**src/rtl/fetch_pkg.sv**
```systemverilog
// Shared types and constants for the instruction fetch unit.
//   fetch_state_t : fetch FSM states (IDLE, REQ, DROP)
//   fetch_entry_t : default {pc, instr} queue entry at 32/32 bit widths
//   PC_STEP       : byte increment between sequential instruction words
package fetch_pkg;

  localparam int PC_STEP = 4;

  typedef enum logic [1:0] {
    IDLE = 2'd0,
    REQ  = 2'd1,
    DROP = 2'd2
  } fetch_state_t;

  typedef struct packed {
    logic [31:0] pc;
    logic [31:0] instr;
  } fetch_entry_t;

endpackage

```
**src/rtl/fetch_queue.sv**
```systemverilog
// Small FIFO holding fetched {pc, instr} entries, organised as a shift
// register so the head is always entry 0 and comes straight from a flop.
// Ports:
//   i_clk, i_rst   : clock, synchronous active-high reset
//   i_push         : write i_push_data at the tail
//   i_pop          : drop the head (ignored when empty)
//   i_flush        : empty the queue; wins over push and pop
//   o_count        : number of valid entries
//   o_head         : head entry; keeps its last value once the queue empties
module fetch_queue
  import fetch_pkg::*;
#(
  parameter int  DEPTH   = 2,
  parameter type entry_t = fetch_entry_t
) (
  input  logic                         i_clk,
  input  logic                         i_rst,
  input  logic                         i_push,
  input  logic                         i_pop,
  input  logic                         i_flush,
  input  entry_t                       i_push_data,
  output logic [$clog2(DEPTH+1)-1:0]   o_count,
  output entry_t                       o_head
);

  localparam int CNT_W = $clog2(DEPTH + 1);

  entry_t             r_ent [DEPTH];
  entry_t             w_up  [DEPTH];
  logic [CNT_W-1:0]   r_count;
  logic               w_pop_eff;
  logic [CNT_W-1:0]   w_base;

  assign w_pop_eff = i_pop && (r_count != '0);
  // Tail slot after this cycle's pop has been applied.
  assign w_base    = r_count - CNT_W'(w_pop_eff);

  // Neighbour feeding each slot when the queue shifts toward the head.
  genvar gi;
  generate
    for (gi = 0; gi < DEPTH; gi++) begin : g_up
      if (gi < DEPTH - 1) begin : g_mid
        assign w_up[gi] = r_ent[gi+1];
      end else begin : g_tail
        assign w_up[gi] = r_ent[gi];
      end
    end
  endgenerate

  always_ff @(posedge i_clk) begin
    if (i_rst) begin
      r_count <= '0;
      for (int i = 0; i < DEPTH; i++) begin
        r_ent[i] <= '0;
      end
    end else if (i_flush) begin
      // Entries are left untouched so the head output holds its last value.
      r_count <= '0;
    end else begin
      r_count <= r_count + CNT_W'(i_push) - CNT_W'(w_pop_eff);
      for (int i = 0; i < DEPTH; i++) begin
        if (i_push && (w_base == CNT_W'(i))) begin
          r_ent[i] <= i_push_data;
        end else if (w_pop_eff && (CNT_W'(i) < w_base)) begin
          r_ent[i] <= w_up[i];
        end
      end
    end
  end

  assign o_count = r_count;
  assign o_head  = r_ent[0];

endmodule

```
**src/rtl/instr_fetch_unit.sv**
```systemverilog
// Fetch stage: owns the PC, reads instruction memory over a req/ack
// handshake, buffers returned words in fetch_queue and presents the head as
// {pc, instr} to decode over valid/ready. A redirect flushes the queue and
// voids any outstanding read.
// Optional feature: define FETCH_PERF_CNT_EN to add the saturating
// o_perf_stall_cnt / o_perf_flush_cnt outputs.
// Ports:
//   i_clk, i_rst                 : clock, synchronous active-high reset
//   o_imem_req, o_imem_addr      : read request, held stable until i_imem_ack
//   i_imem_ack, i_imem_rdata     : read completion and data
//   i_redirect_valid/_pc         : jump/branch target from the datapath
//   o_if_valid/_instr/_pc        : queue head toward decode
//   i_id_ready                   : decode takes the head when valid & ready
module instr_fetch_unit
  import fetch_pkg::*;
#(
  parameter int                ADDR_W   = 32,
  parameter int                INSTR_W  = 32,
  parameter int                DEPTH    = 2,
  parameter logic [ADDR_W-1:0] RESET_PC = '0
) (
  input  logic               i_clk,
  input  logic               i_rst,
  output logic               o_imem_req,
  output logic [ADDR_W-1:0]  o_imem_addr,
  input  logic               i_imem_ack,
  input  logic [INSTR_W-1:0] i_imem_rdata,
  input  logic               i_redirect_valid,
  input  logic [ADDR_W-1:0]  i_redirect_pc,
  output logic               o_if_valid,
  output logic [INSTR_W-1:0] o_if_instr,
  output logic [ADDR_W-1:0]  o_if_pc,
  input  logic               i_id_ready
`ifdef FETCH_PERF_CNT_EN
  ,
  output logic [31:0]        o_perf_stall_cnt,
  output logic [31:0]        o_perf_flush_cnt
`endif
);

  localparam int CNT_W = $clog2(DEPTH + 1);
  localparam int CW1   = CNT_W + 1;

  typedef struct packed {
    logic [ADDR_W-1:0]  pc;
    logic [INSTR_W-1:0] instr;
  } if_entry_t;

  fetch_state_t      r_state;
  logic [ADDR_W-1:0] r_fetch_pc;
  logic [ADDR_W-1:0] r_imem_addr;
  logic              r_imem_req;

  logic [CNT_W-1:0]  w_count;
  if_entry_t         w_head;
  if_entry_t         w_push_entry;
  logic              w_push;
  logic              w_pop;
  logic [CW1-1:0]    w_count_after;
  logic              w_space;
  logic [ADDR_W-1:0] w_redirect_pc;
  logic [ADDR_W-1:0] w_pc_inc;

  assign w_push        = (r_state == REQ) && i_imem_ack;
  assign w_pop         = o_if_valid && i_id_ready;
  assign w_push_entry  = '{pc: r_fetch_pc, instr: i_imem_rdata};
  // Occupancy once this cycle's enqueue and dequeue have both landed; a new
  // request is only started when that leaves a free slot, so pushes never
  // find the queue full.
  assign w_count_after = {1'b0, w_count} + CW1'(w_push) - CW1'(w_pop);
  assign w_space       = w_count_after < CW1'(DEPTH);
  assign w_redirect_pc = i_redirect_pc & ~ADDR_W'(3);
  assign w_pc_inc      = r_fetch_pc + ADDR_W'(PC_STEP);

  fetch_queue #(
    .DEPTH   (DEPTH),
    .entry_t (if_entry_t)
  ) u_queue (
    .i_clk       (i_clk),
    .i_rst       (i_rst),
    .i_push      (w_push),
    .i_pop       (w_pop),
    .i_flush     (i_redirect_valid),
    .i_push_data (w_push_entry),
    .o_count     (w_count),
    .o_head      (w_head)
  );

  always_ff @(posedge i_clk) begin
    if (i_rst) begin
      r_state     <= IDLE;
      r_fetch_pc  <= RESET_PC;
      r_imem_req  <= 1'b0;
      r_imem_addr <= RESET_PC;
    end else if (i_redirect_valid) begin
      r_fetch_pc <= w_redirect_pc;
      if ((r_state != IDLE) && !i_imem_ack) begin
        // The outstanding read must finish at its original address; DROP
        // keeps req/addr as they are and swallows the returning word.
        r_state <= DROP;
      end else begin
        r_state     <= REQ;
        r_imem_req  <= 1'b1;
        r_imem_addr <= w_redirect_pc;
      end
    end else begin
      case (r_state)
        IDLE: begin
          if (w_space) begin
            r_state     <= REQ;
            r_imem_req  <= 1'b1;
            r_imem_addr <= r_fetch_pc;
          end
        end
        REQ: begin
          if (i_imem_ack) begin
            r_fetch_pc  <= w_pc_inc;
            r_imem_addr <= w_pc_inc;
            if (!w_space) begin
              r_state    <= IDLE;
              r_imem_req <= 1'b0;
            end
          end
        end
        DROP: begin
          if (i_imem_ack) begin
            r_state     <= REQ;
            r_imem_addr <= r_fetch_pc;
          end
        end
        default: begin
          r_state    <= IDLE;
          r_imem_req <= 1'b0;
        end
      endcase
    end
  end

  assign o_imem_req  = r_imem_req;
  assign o_imem_addr = r_imem_addr;
  assign o_if_valid  = (w_count != '0);
  assign o_if_instr  = w_head.instr;
  assign o_if_pc     = w_head.pc;

`ifdef FETCH_PERF_CNT_EN
  logic [31:0] r_perf_stall_cnt;
  logic [31:0] r_perf_flush_cnt;

  always_ff @(posedge i_clk) begin
    if (i_rst) begin
      r_perf_stall_cnt <= '0;
      r_perf_flush_cnt <= '0;
    end else begin
      if (r_imem_req && !i_imem_ack && (r_perf_stall_cnt != '1)) begin
        r_perf_stall_cnt <= r_perf_stall_cnt + 32'd1;
      end
      if (i_redirect_valid && (r_perf_flush_cnt != '1)) begin
        r_perf_flush_cnt <= r_perf_flush_cnt + 32'd1;
      end
    end
  end

  assign o_perf_stall_cnt = r_perf_stall_cnt;
  assign o_perf_flush_cnt = r_perf_flush_cnt;
`endif

endmodule

```
**config.mk**
```make
export PLATFORM = sky130hd
export DESIGN_NAME = instr_fetch_unit
export DESIGN_NICKNAME = d
export VERILOG_FILES = /design/src/rtl/fetch_pkg.sv /design/src/rtl/fetch_queue.sv /design/src/rtl/instr_fetch_unit.sv
export SDC_FILE = /design/constraint.sdc
export NUM_CORES = 1
export LEC_CHECK = 0
export CAP_MARGIN = 20
export CORE_ASPECT_RATIO = 1.1
export CORE_UTILIZATION = 57
export DETAILED_ROUTE_END_ITERATION = 8
export PLACE_DENSITY_LB_ADDON = 0.1
export RECOVER_POWER = 25
export SYNTH_ARGS = -nofsm -noshare
export SYNTH_HDL_FRONTEND = slang
export SYNTH_HIERARCHICAL = 1
export SYNTH_SLANG_ARGS = --single-unit
export TNS_END_PERCENT = 1
```
**constraint.sdc**
```tcl
create_clock -name i_clk -period 11.2 [get_ports i_clk]
set_input_delay 2.24 -clock i_clk [delete_from_list [all_inputs] [get_ports i_clk]]
set_output_delay 2.24 -clock i_clk [all_outputs]
set_load 0.01 [all_outputs]
```
==> results.toml <==
[placement]
dp_hpwl_um = 14500
dp_slack_ps = 5000
io_buffers = 162
gp_congestion = 0.885
placed_area_mm2 = 0.0107

[drt]
drt-initial-drc-count = 692
via_per_inst = 6.07
wl_met1_um = 9810
wirelength_um = 22300
dr_wl_met3_um = 1430
post-route-drc-count = 0
wl_met2_um = 10700
top_layer = "met4"
avgRoutedWirePerCell_um = 19.7
dr_total_vias = 6876
firstDrtPassIters = 5
detail-route-antenna-nets = 0

[clocking]
numCtsBuffers = 17
clkLatencyLatePin_ps = 430
root_buffer = "clkbuf_16"
cts_tree = "yes"
clk_pin_slew_ps = 70
hold_buffers = 0
cts_resized = 0
cts_setup_buffers = 0
cts_buffer_depth = 2
clock_sinks = 193
htreeDepth = 4

[global_routing]
grt_max_degree = 77
overflow = 0
grt_pass1_vias = 6767
grt_first_pass_wirelength_um = 35100
track_usage_pct = 27.8
antenna_found_initial = 0

[die]
io_pins = 167
die_h_um = 134
row_count = 47
fp.dieArea_mm2 = 0.0164
start_util_pct = 59.2
core-area_mm2 = 0.0153
die_x_um = 122

[synthesis]
syn_inst = 796
async_reset_ff_share_pct = 0
synth_area_mm2 = 0.00905
ys_ff_latch = 193
ys.flop_type = "edfxtp_1"
synth.distinct_cells = 67
synth_edf_count = 128
avgSynthCellArea_um2 = 11.4
ys_warn_count = 6
yosysSeqAreaShare_pct = 56.9

[timing]
grt_setup_unrepaired = "no"
fin_crit_sh_pct = 63.4
tightest_slew_ps = 3510
finalSetupTns_ps = 0
clock_skew_ps = 7.63
setup_violations = 0
fmax_mhz = 141
relSlewSlack_pct = -134
holdWs_ps = 454
finalHoldViolCount = 0
slew_viol_final = 142
layout_setup_ws_ps = 4090
min_period_ps = 7110

[status]
violations = "max-capacitance violations, max-slew violations"
outcome = "complete, but fails checks"

[final_layout]
drive_gt1_share_pct = 5.87
nNetsFinal = 998
area_growth_pct = 25.3
antenna_cells = 0
layout_commonest_cell = "edfxtp_1"
final_cell_mix = "128 x edfxtp_1, 96 x dlygate4sd3_1, 67 x and2_1, 65 x dfxtp_1"
finalInstanceArea_mm2 = 0.0113

[worst_setup_path]
critPathKind = "primary input to flop"
cp.arrival_ps = 7360
required_ps = 11460
path_max_fanout = 76
endpoint_kind = "flop"
start_kind = "primary input"

[power]
p_leak_nw = 4.16
vdd_drop_max_uv = 89.6
powerDensity_mw_per_mm2 = 150

[run]
cap_violations = 2

[hold_path]
worstHoldPathType = "flop to flop"
## report_power, final
| part | internal [mW] | switching (mW) | total (mW) |
|---|---|---|---|
| registers | 0.801 | 0.0335 | 0.835 |
| clock network | 0.420 | 0.266 | 0.686 |
| logic | 0.0873 | 0.0947 | 0.182 |
## flip-flops by register name, summed over array words and instances, names as in the netlist
signal,count
r_state,2
u_queue/r_ent,128
r_fetch_pc,30
o_imem_addr,30
u_queue/o_count,2
o_imem_req,1
## routing by layer
layer  up-vias  track usage (%)
li1       3223                -
met1      3325             37.8
met2       292             44.6
met3        36             5.06
met4         0             9.96
met5         -                0
## critical path: stages
cell and delay [ps]:
buf_2 70, clkbuf_1 2440, inv_1 1320, clkbuf_1 670
o21ai_0 420, a221oi_2 110
## cell families (layout without fill, tap and decap cells)
group | after synthesis | count (layout) | share of synthesized area (%)
AND/OR/NAND/NOR | 292 | 292 | 18.2
flip-flops | 193 | 193 | 56.9
AO/OA/AOI/OAI | 188 | 188 | 15.8
buffers and inverters | 74 | 210 | 4.15
XOR/XNOR | 37 | 37 | 3.58
multiplexers | 7 | 7 | 0.802
adder cells (fa/ha/maj) | 4 | 4 | 0.636
other | 1 | 6 | 0.0415
## area by class of cell
| class | instances | area [µm²] |
|---|---|---|
| Clock inverter | 12 | 228 |
| Clock buffer | 19 | 433 |
| Sequential cell | 193 | 5140 |
| Tap cell | 196 | 245 |
| Fill cell | 1018 | 3950 |
| Multi-Input combinational cell | 534 | 3570 |
| Inverter | 9 | 33.8 |
| Timing Repair Buffer | 170 | 1680 |
## cells in the mapped netlist (10+ instances only)
cell	count	area, µm²
a21oi_1	39	195
a22o_1	64	561
and2_1	67	419
buf_2	23	115
clkbuf_1	24	90.1
dfxtp_1	65	1300
edfxtp_1	128	3840
nand2_1	56	210
nand2b_1	21	131
nand3_1	23	115
nand4_1	14	87.6
nor2_1	34	128
nor3_1	24	120
o211ai_1	10	75.1
o21ai_0	13	65.1
xnor2_1	33	289
## through the flow
step | cells | utilization, % | total power, mW
global placement | 1101 | 69.7 | 1.03
detailed placement | 1102 | 69.9 | 1.04
finish | 1133 | 74.2 | 1.70
floorplan | 801 | - | 0.938
global route | 1133 | 74.2 | 1.75
CTS | 1133 | 74.2 | 1.72
## final timing paths
| check | start | slack, ps | endpoint | cells after the start |
|---|---|---|---|---|
| worst max-delay path | i_redirect_valid | 4090 | o_imem_addr[30]$_SDFFE_PP0P_ | 6 |
| worst min-delay path | o_imem_addr[2]$_SDFFE_PP0P_ | 450 | o_imem_addr[2]$_SDFFE_PP0P_ | 2 |
| worst max register to register | u_queue/o_count[1]$_SDFF_PP0_ | 7200 | u_queue/r_ent[0][22]$_SDFFCE_PN0P_ | 6 |
| worst min register to register | o_imem_addr[2]$_SDFFE_PP0P_ | 450 | o_imem_addr[2]$_SDFFE_PP0P_ | 2 |
Power figures use the tool's default switching activity.
==> variant 1, RTL diff (same flow settings) <==
Build with the macro `FETCH_PERF_CNT_EN` defined.
--- a/src/rtl/instr_fetch_unit.sv
+++ b/src/rtl/instr_fetch_unit.sv
@@ -11,6 +11,8 @@
 //   i_redirect_valid/_pc         : jump/branch target from the datapath
 //   o_if_valid/_instr/_pc        : queue head toward decode
 //   i_id_ready                   : decode takes the head when valid & ready
+`define FETCH_PERF_CNT_EN
+
 module instr_fetch_unit
   import fetch_pkg::*;
 #(
Behaviour (old outputs only; new: o_perf_flush_cnt and o_perf_stall_cnt): no difference found for any inputs over 4 cycles, from zero or initial values and one cycle with i_rst high; that may be too few to reach the edited logic, so the function may still have changed.
==> variant 1 against the unedited design <==
- the run still ends with capacitance limit, slew limit left
- sequential cell count is 64 higher
- final area is 42% higher
- via count is 54% higher
- total power is 29% higher
- area after synthesis is 41% higher
- critical path depth is 1 higher
- wire length is 40% higher
- worst setup slack worse by 270 ps
- largest cell class unchanged
==> variant 1: results (changes against the unedited design) <==
| Metric | Value |
|---|---|
| Ys flop type | dfxtp_1 (was edfxtp_1) |
| Count of final hold-check violations | 0 (unchanged) |
| Met2 routed WL | 15,400 um (was 10,700 um) |
| HP Class | reg -> reg (unchanged) |
| First-pass GRT wire length | 50,300 um (was 35,100 um) |
| Clock Path Buffers | 3 (was 2) |
| Nets | 1,554 (was 998) |
| Synth Area in XOR/XNOR | 2.95% (was 3.58%) |
| Post_cts resized | 0 (unchanged) |
| Placed cell area | 15,100 sq um (was 10,700 sq um) |
| Final wirelength | 31,400 um (was 22,300 um) |
| Layout cell share with drive strength beyond 1 | 10.5% (was 5.87%) |
| Post-Synth Adder-Cell Area | 0.647% (was 0.636%) |
| Pre-CTS WS | 5370 ps (was 5000 ps) |
| Top cells by area, synth | edfxtp_1 30%, dfxtp_1 20%, nand2_1 6.1% (was edfxtp_1 42%, dfxtp_1 14%, a22o_1 6.2%) |
| Total GRT Usage | 27.2% (was 27.8%) |
| Initial DRC Count | 726 (was 692) |
| Met3 Usage GRT | 5.34% (was 5.06%) |
| Lkg Pwr | 5.72 nW (was 4.16 nW) |
| Largest net degree at the start of global routing | 83 (was 77) |
| Slew Limit Headroom | -152% (was -134%) |
| Status | complete, but fails checks (unchanged) |
| Worst path max stage delay | 2710 ps (was 2440 ps) |
| Vias post-DR | 10.6k (was 6,876) |
| I/O Buffers | 226 (was 162) |
| M1 WL | 12,800 um (was 9810 um) |
| Failing checks | capacitance limit, slew limit (unchanged) |
| Largest register FFs | 128 (unchanged) |
| Worst-path maximum fanout | 82 (was 76) |
| Seq/Total Area, Yosys | 50.4% (was 56.9%) |
| Post-synthesis mux area share | 1.72% (was 0.802%) |
| CTS H-tree depth | 1 (was 4) |
| Num CTS Buffers | 27 (was 17) |
| Initial antenna violation count | 1 (was 0) |
| Library cells used by synthesis | 75 (was 67) |
| Final weighted congestion in routability-driven placement | 0.793 (was 0.885) |
| Met2 Use GR | 46.5% (was 44.6%) |
| Max stage delay cell, worst path | clkbuf_1 (unchanged) |
| Root Driver | clkbuf_16 (unchanged) |
| Detail Placement HPWL | 19,800 um (was 14,500 um) |
| CP top delay family | buffers and inverters (unchanged) |
| Compound-Gate Fraction of Synth Area | 16.1% (was 15.8%) |
| Synthesized instance count | 1,301 (was 796) |
| Metal3 WL | 2410 um (was 1430 um) |
| Vias in the first global route | 10.1k (was 6,767) |
| Worst vdd ir | 0.100 mV (was 0.0896 mV) |
| WL per Instance | 17.5 um (was 19.7 um) |
| Top post-synthesis cells by count | 206 x nand2_1, 129 x dfxtp_1, 128 x edfxtp_1 (was 128 x edfxtp_1, 67 x and2_1, 65 x dfxtp_1) |
| Slew Limit Fails | 83 (was 142) |
| Total of max-cap violations | 1 (was 2) |
| Clk_skew | 18.8 ps (was 7.63 ps) |
| Skew-Pair Late Insertion Delay | 550 ps (was 430 ps) |
| DP Cell Count | 1,745 (was 1,102) |
| Arr. time, crit path | 7790 ps (was 7360 ps) |
| Met1 Use GR | 34.2% (was 37.8%) |
| Top-count cell post-synth | nand2_1 (was edfxtp_1) |
| Clock transition at path regs | around 60 ps |
[variant 1: final timing paths]
kind         slack (ps)                     startpoint  depth (start not counted)                            to
max                3820                          i_rst                          7  o_imem_addr[21]$_SDFFE_PP0P_
max reg2reg        7360  u_queue/o_count[1]$_SDFF_PP0_                         11  o_imem_addr[10]$_SDFFE_PP0P_
min                 450   o_imem_addr[23]$_SDFFE_PP0P_                          2  o_imem_addr[23]$_SDFFE_PP0P_
min reg2reg         450   o_imem_addr[23]$_SDFFE_PP0P_                          2  o_imem_addr[23]$_SDFFE_PP0P_
[variant 1: cell type report]
class | count | area [sq um]
Timing Repair Buffer | 239 | 2360
Tap cell | 295 | 369
Fill cell | 1634 | 5980
Sequential cell | 257 | 6430
Inverter | 14 | 52.6
Clock buffer | 36 | 792
Antenna cell | 1 | 2.50
Clock inverter | 14 | 156
Multi-Input combinational cell | 940 | 5890
[variant 1: power breakdown]
part / switching (mW) / internal, mW
clock network: 0.374 / 0.566
logic: 0.108 / 0.0937
registers: 0.0313 / 1.03
==> variant 2, RTL diff (config.mk and constraints unchanged) <==
Made on the original files. Encoding of `fetch_state_t`: now one-hot (3 bits for 3 states).
--- a/src/rtl/fetch_pkg.sv
+++ b/src/rtl/fetch_pkg.sv
@@ -6,10 +6,10 @@
 
   localparam int PC_STEP = 4;
 
-  typedef enum logic [1:0] {
-    IDLE = 2'd0,
-    REQ  = 2'd1,
-    DROP = 2'd2
+  typedef enum logic [2:0] {
+    IDLE = 3'b001,
+    REQ  = 3'b010,
+    DROP = 3'b100
   } fetch_state_t;
 
   typedef struct packed {
Formal check against the unedited RTL: same outputs for any inputs over 4 cycles, from zero or initial values and one cycle with i_rst high; so few cycles prove little.
==> variant 2 against the unedited design <==
- final area up 1.3%
- area after synthesis up 2.6%
- the run still ends with capacitance limit, slew limit left
- fmax up 0.50%
- sequential cell count up 1
- worst setup slack better by 35 ps
- total power down 2.5%
- wire length up 2.8%
- critical endpoint is now o_imem_addr[21]$_SDFFE_PP0P_
- sequential power up 0.8%
==> variant 2: results (changes against the unedited design) <==
| Metric | Value |
|---|---|
| Status | complete, but fails checks (unchanged) |
| Failing checks | capacitance limit, slew limit (unchanged) |
| Clk_skew | 12.0 ps (was 7.63 ps) |
| Seq/Total Area, Yosys | 55.6% (was 56.9%) |
| Comb pwr share | 11.9% (was 10.7%) |
| I/O Buffers | 162 (unchanged) |
| Final weighted congestion in routability-driven placement | 0.909 (was 0.885) |
| Slew Limit Fails | 176 (was 142) |
| Fillers | 1,172 (was 1,018) |
| Post-Synth Adder-Cell Area | 0.620% (was 0.636%) |
| Synth Area in XOR/XNOR | 3.77% (was 3.58%) |
| Post-CTS setup buffer count | 0 (unchanged) |
| Compound-Gate Fraction of Synth Area | 15.8% (about the same) |
| Largest net degree at the start of global routing | 78 (was 77) |
| HP Class | reg -> reg (unchanged) |
| Slew @ Worst Pin | 3510 ps (about the same) |
| DP Cell Count | 1,141 (was 1,102) |
| Clock network power share | 37.3% (was 40.3%) |
| Clk power | 0.620 mW (was 0.686 mW) |
| WL per Instance | 19.6 um (was 19.7 um) |
| Nets | 1,033 (was 998) |
| Async set-reset flop share out of synthesis | 0% (unchanged) |
| Pre-CTS WS | 4820 ps (was 5000 ps) |
| Total GRT Usage | 27.8% (about the same) |
| Skew-Pair Late Insertion Delay | 430 ps (about the same) |
| Initial DRC Count | 970 (was 692) |
| Num CTS Buffers | 17 (unchanged) |
| Worst vdd ir | 0.107 mV (was 0.0896 mV) |
| Final wirelength | 23,000 um (was 22,300 um) |
| Worst-path maximum fanout | 77 (was 76) |
| Library cells used by synthesis | 71 (was 67) |
| Total of warnings raised by yosys | 6 (unchanged) |
| Ys flop type | edfxtp_1 (unchanged) |
| Placed cell area | 10,900 sq um (was 10,700 sq um) |
| Post_cts resized | 0 (unchanged) |
| P_int | 1.23 mW (was 1.31 mW) |
| Lkg Pwr | 4.26 nW (was 4.16 nW) |
| Top cells by area, synth | edfxtp_1 41%, dfxtp_1 14%, a22o_1 6.0% (was edfxtp_1 42%, dfxtp_1 14%, a22o_1 6.2%) |
| Post-synthesis mux area share | 0.566% (was 0.802%) |
| Detail Placement HPWL | 14,800 um (was 14,500 um) |
| Syn avg cell area | 11.1 sq um (was 11.4 sq um) |
| Layout cell share with drive strength beyond 1 | 6.89% (was 5.87%) |
| Total of max-cap violations | 3 (was 2) |
| First-pass GRT wire length | 35,900 um (was 35,100 um) |
| Vias post-DR | 7,179 (was 6,876) |
| Top post-synthesis cells by count | 128 x edfxtp_1, 67 x and2_1, 66 x dfxtp_1 (was 128 x edfxtp_1, 67 x and2_1, 65 x dfxtp_1) |
| Vias in the first global route | 7,002 (was 6,767) |
[variant 2: cell count changes after synthesis, moves of 7 or more]
cell      change
xor2_1       +16
nor4_1       +10
a21oi_1       -9
nor2_1       +19
buf_2         +7
xnor2_1      -13
a211oi_1      +8
[variant 2: final cells by class]
type / count / area, sq um / area share (%)
Clock inverter: 15 / 174 / 1.51
Clock buffer: 17 / 425 / 3.70
Tap cell: 200 / 250 / 2.18
Multi-Input combinational cell: 562 / 3740 / 32.6
Sequential cell: 194 / 5160 / 45.0
Timing Repair Buffer: 174 / 1690 / 14.7
Inverter: 11 / 41.3 / 0.359
[variant 2: worst paths after layout]
check	slack [ps]	to	cells after the start	startpoint
worst min-delay path	460	o_imem_addr[10]$_SDFFE_PP0P_	2	o_imem_addr[10]$_SDFFE_PP0P_
worst max-delay path	4130	o_imem_addr[21]$_SDFFE_PP0P_	8	i_redirect_valid
worst max register to register	7050	o_imem_addr[15]$_SDFFE_PP0P_	9	r_state[1]$_SDFFE_PP0P_
worst min register to register	460	o_imem_addr[10]$_SDFFE_PP0P_	2	o_imem_addr[10]$_SDFFE_PP0P_
[variant 2: critical path, cell delays in order]
cell and delay (ps):
buf_2 70, clkbuf_1 2460, inv_1 890, clkbuf_1 820
nor2_1 380, nor2_1 80, a311oi_1 250, a311oi_1 120
[variant 2: layer usage]
metal / global-route usage, % / vias to the layer above / wire length (um) / share of wire (%)
li1: - / 3360 / - / -
met1: 37.1 / 3449 / 9540 / 42
met2: 45.5 / 333 / 11200 / 49
met3: 5.33 / 37 / 1760 / 7.7
met4: 9.04 / 0 / 436 / 1.9
met5: 0 / - / 0 / 0
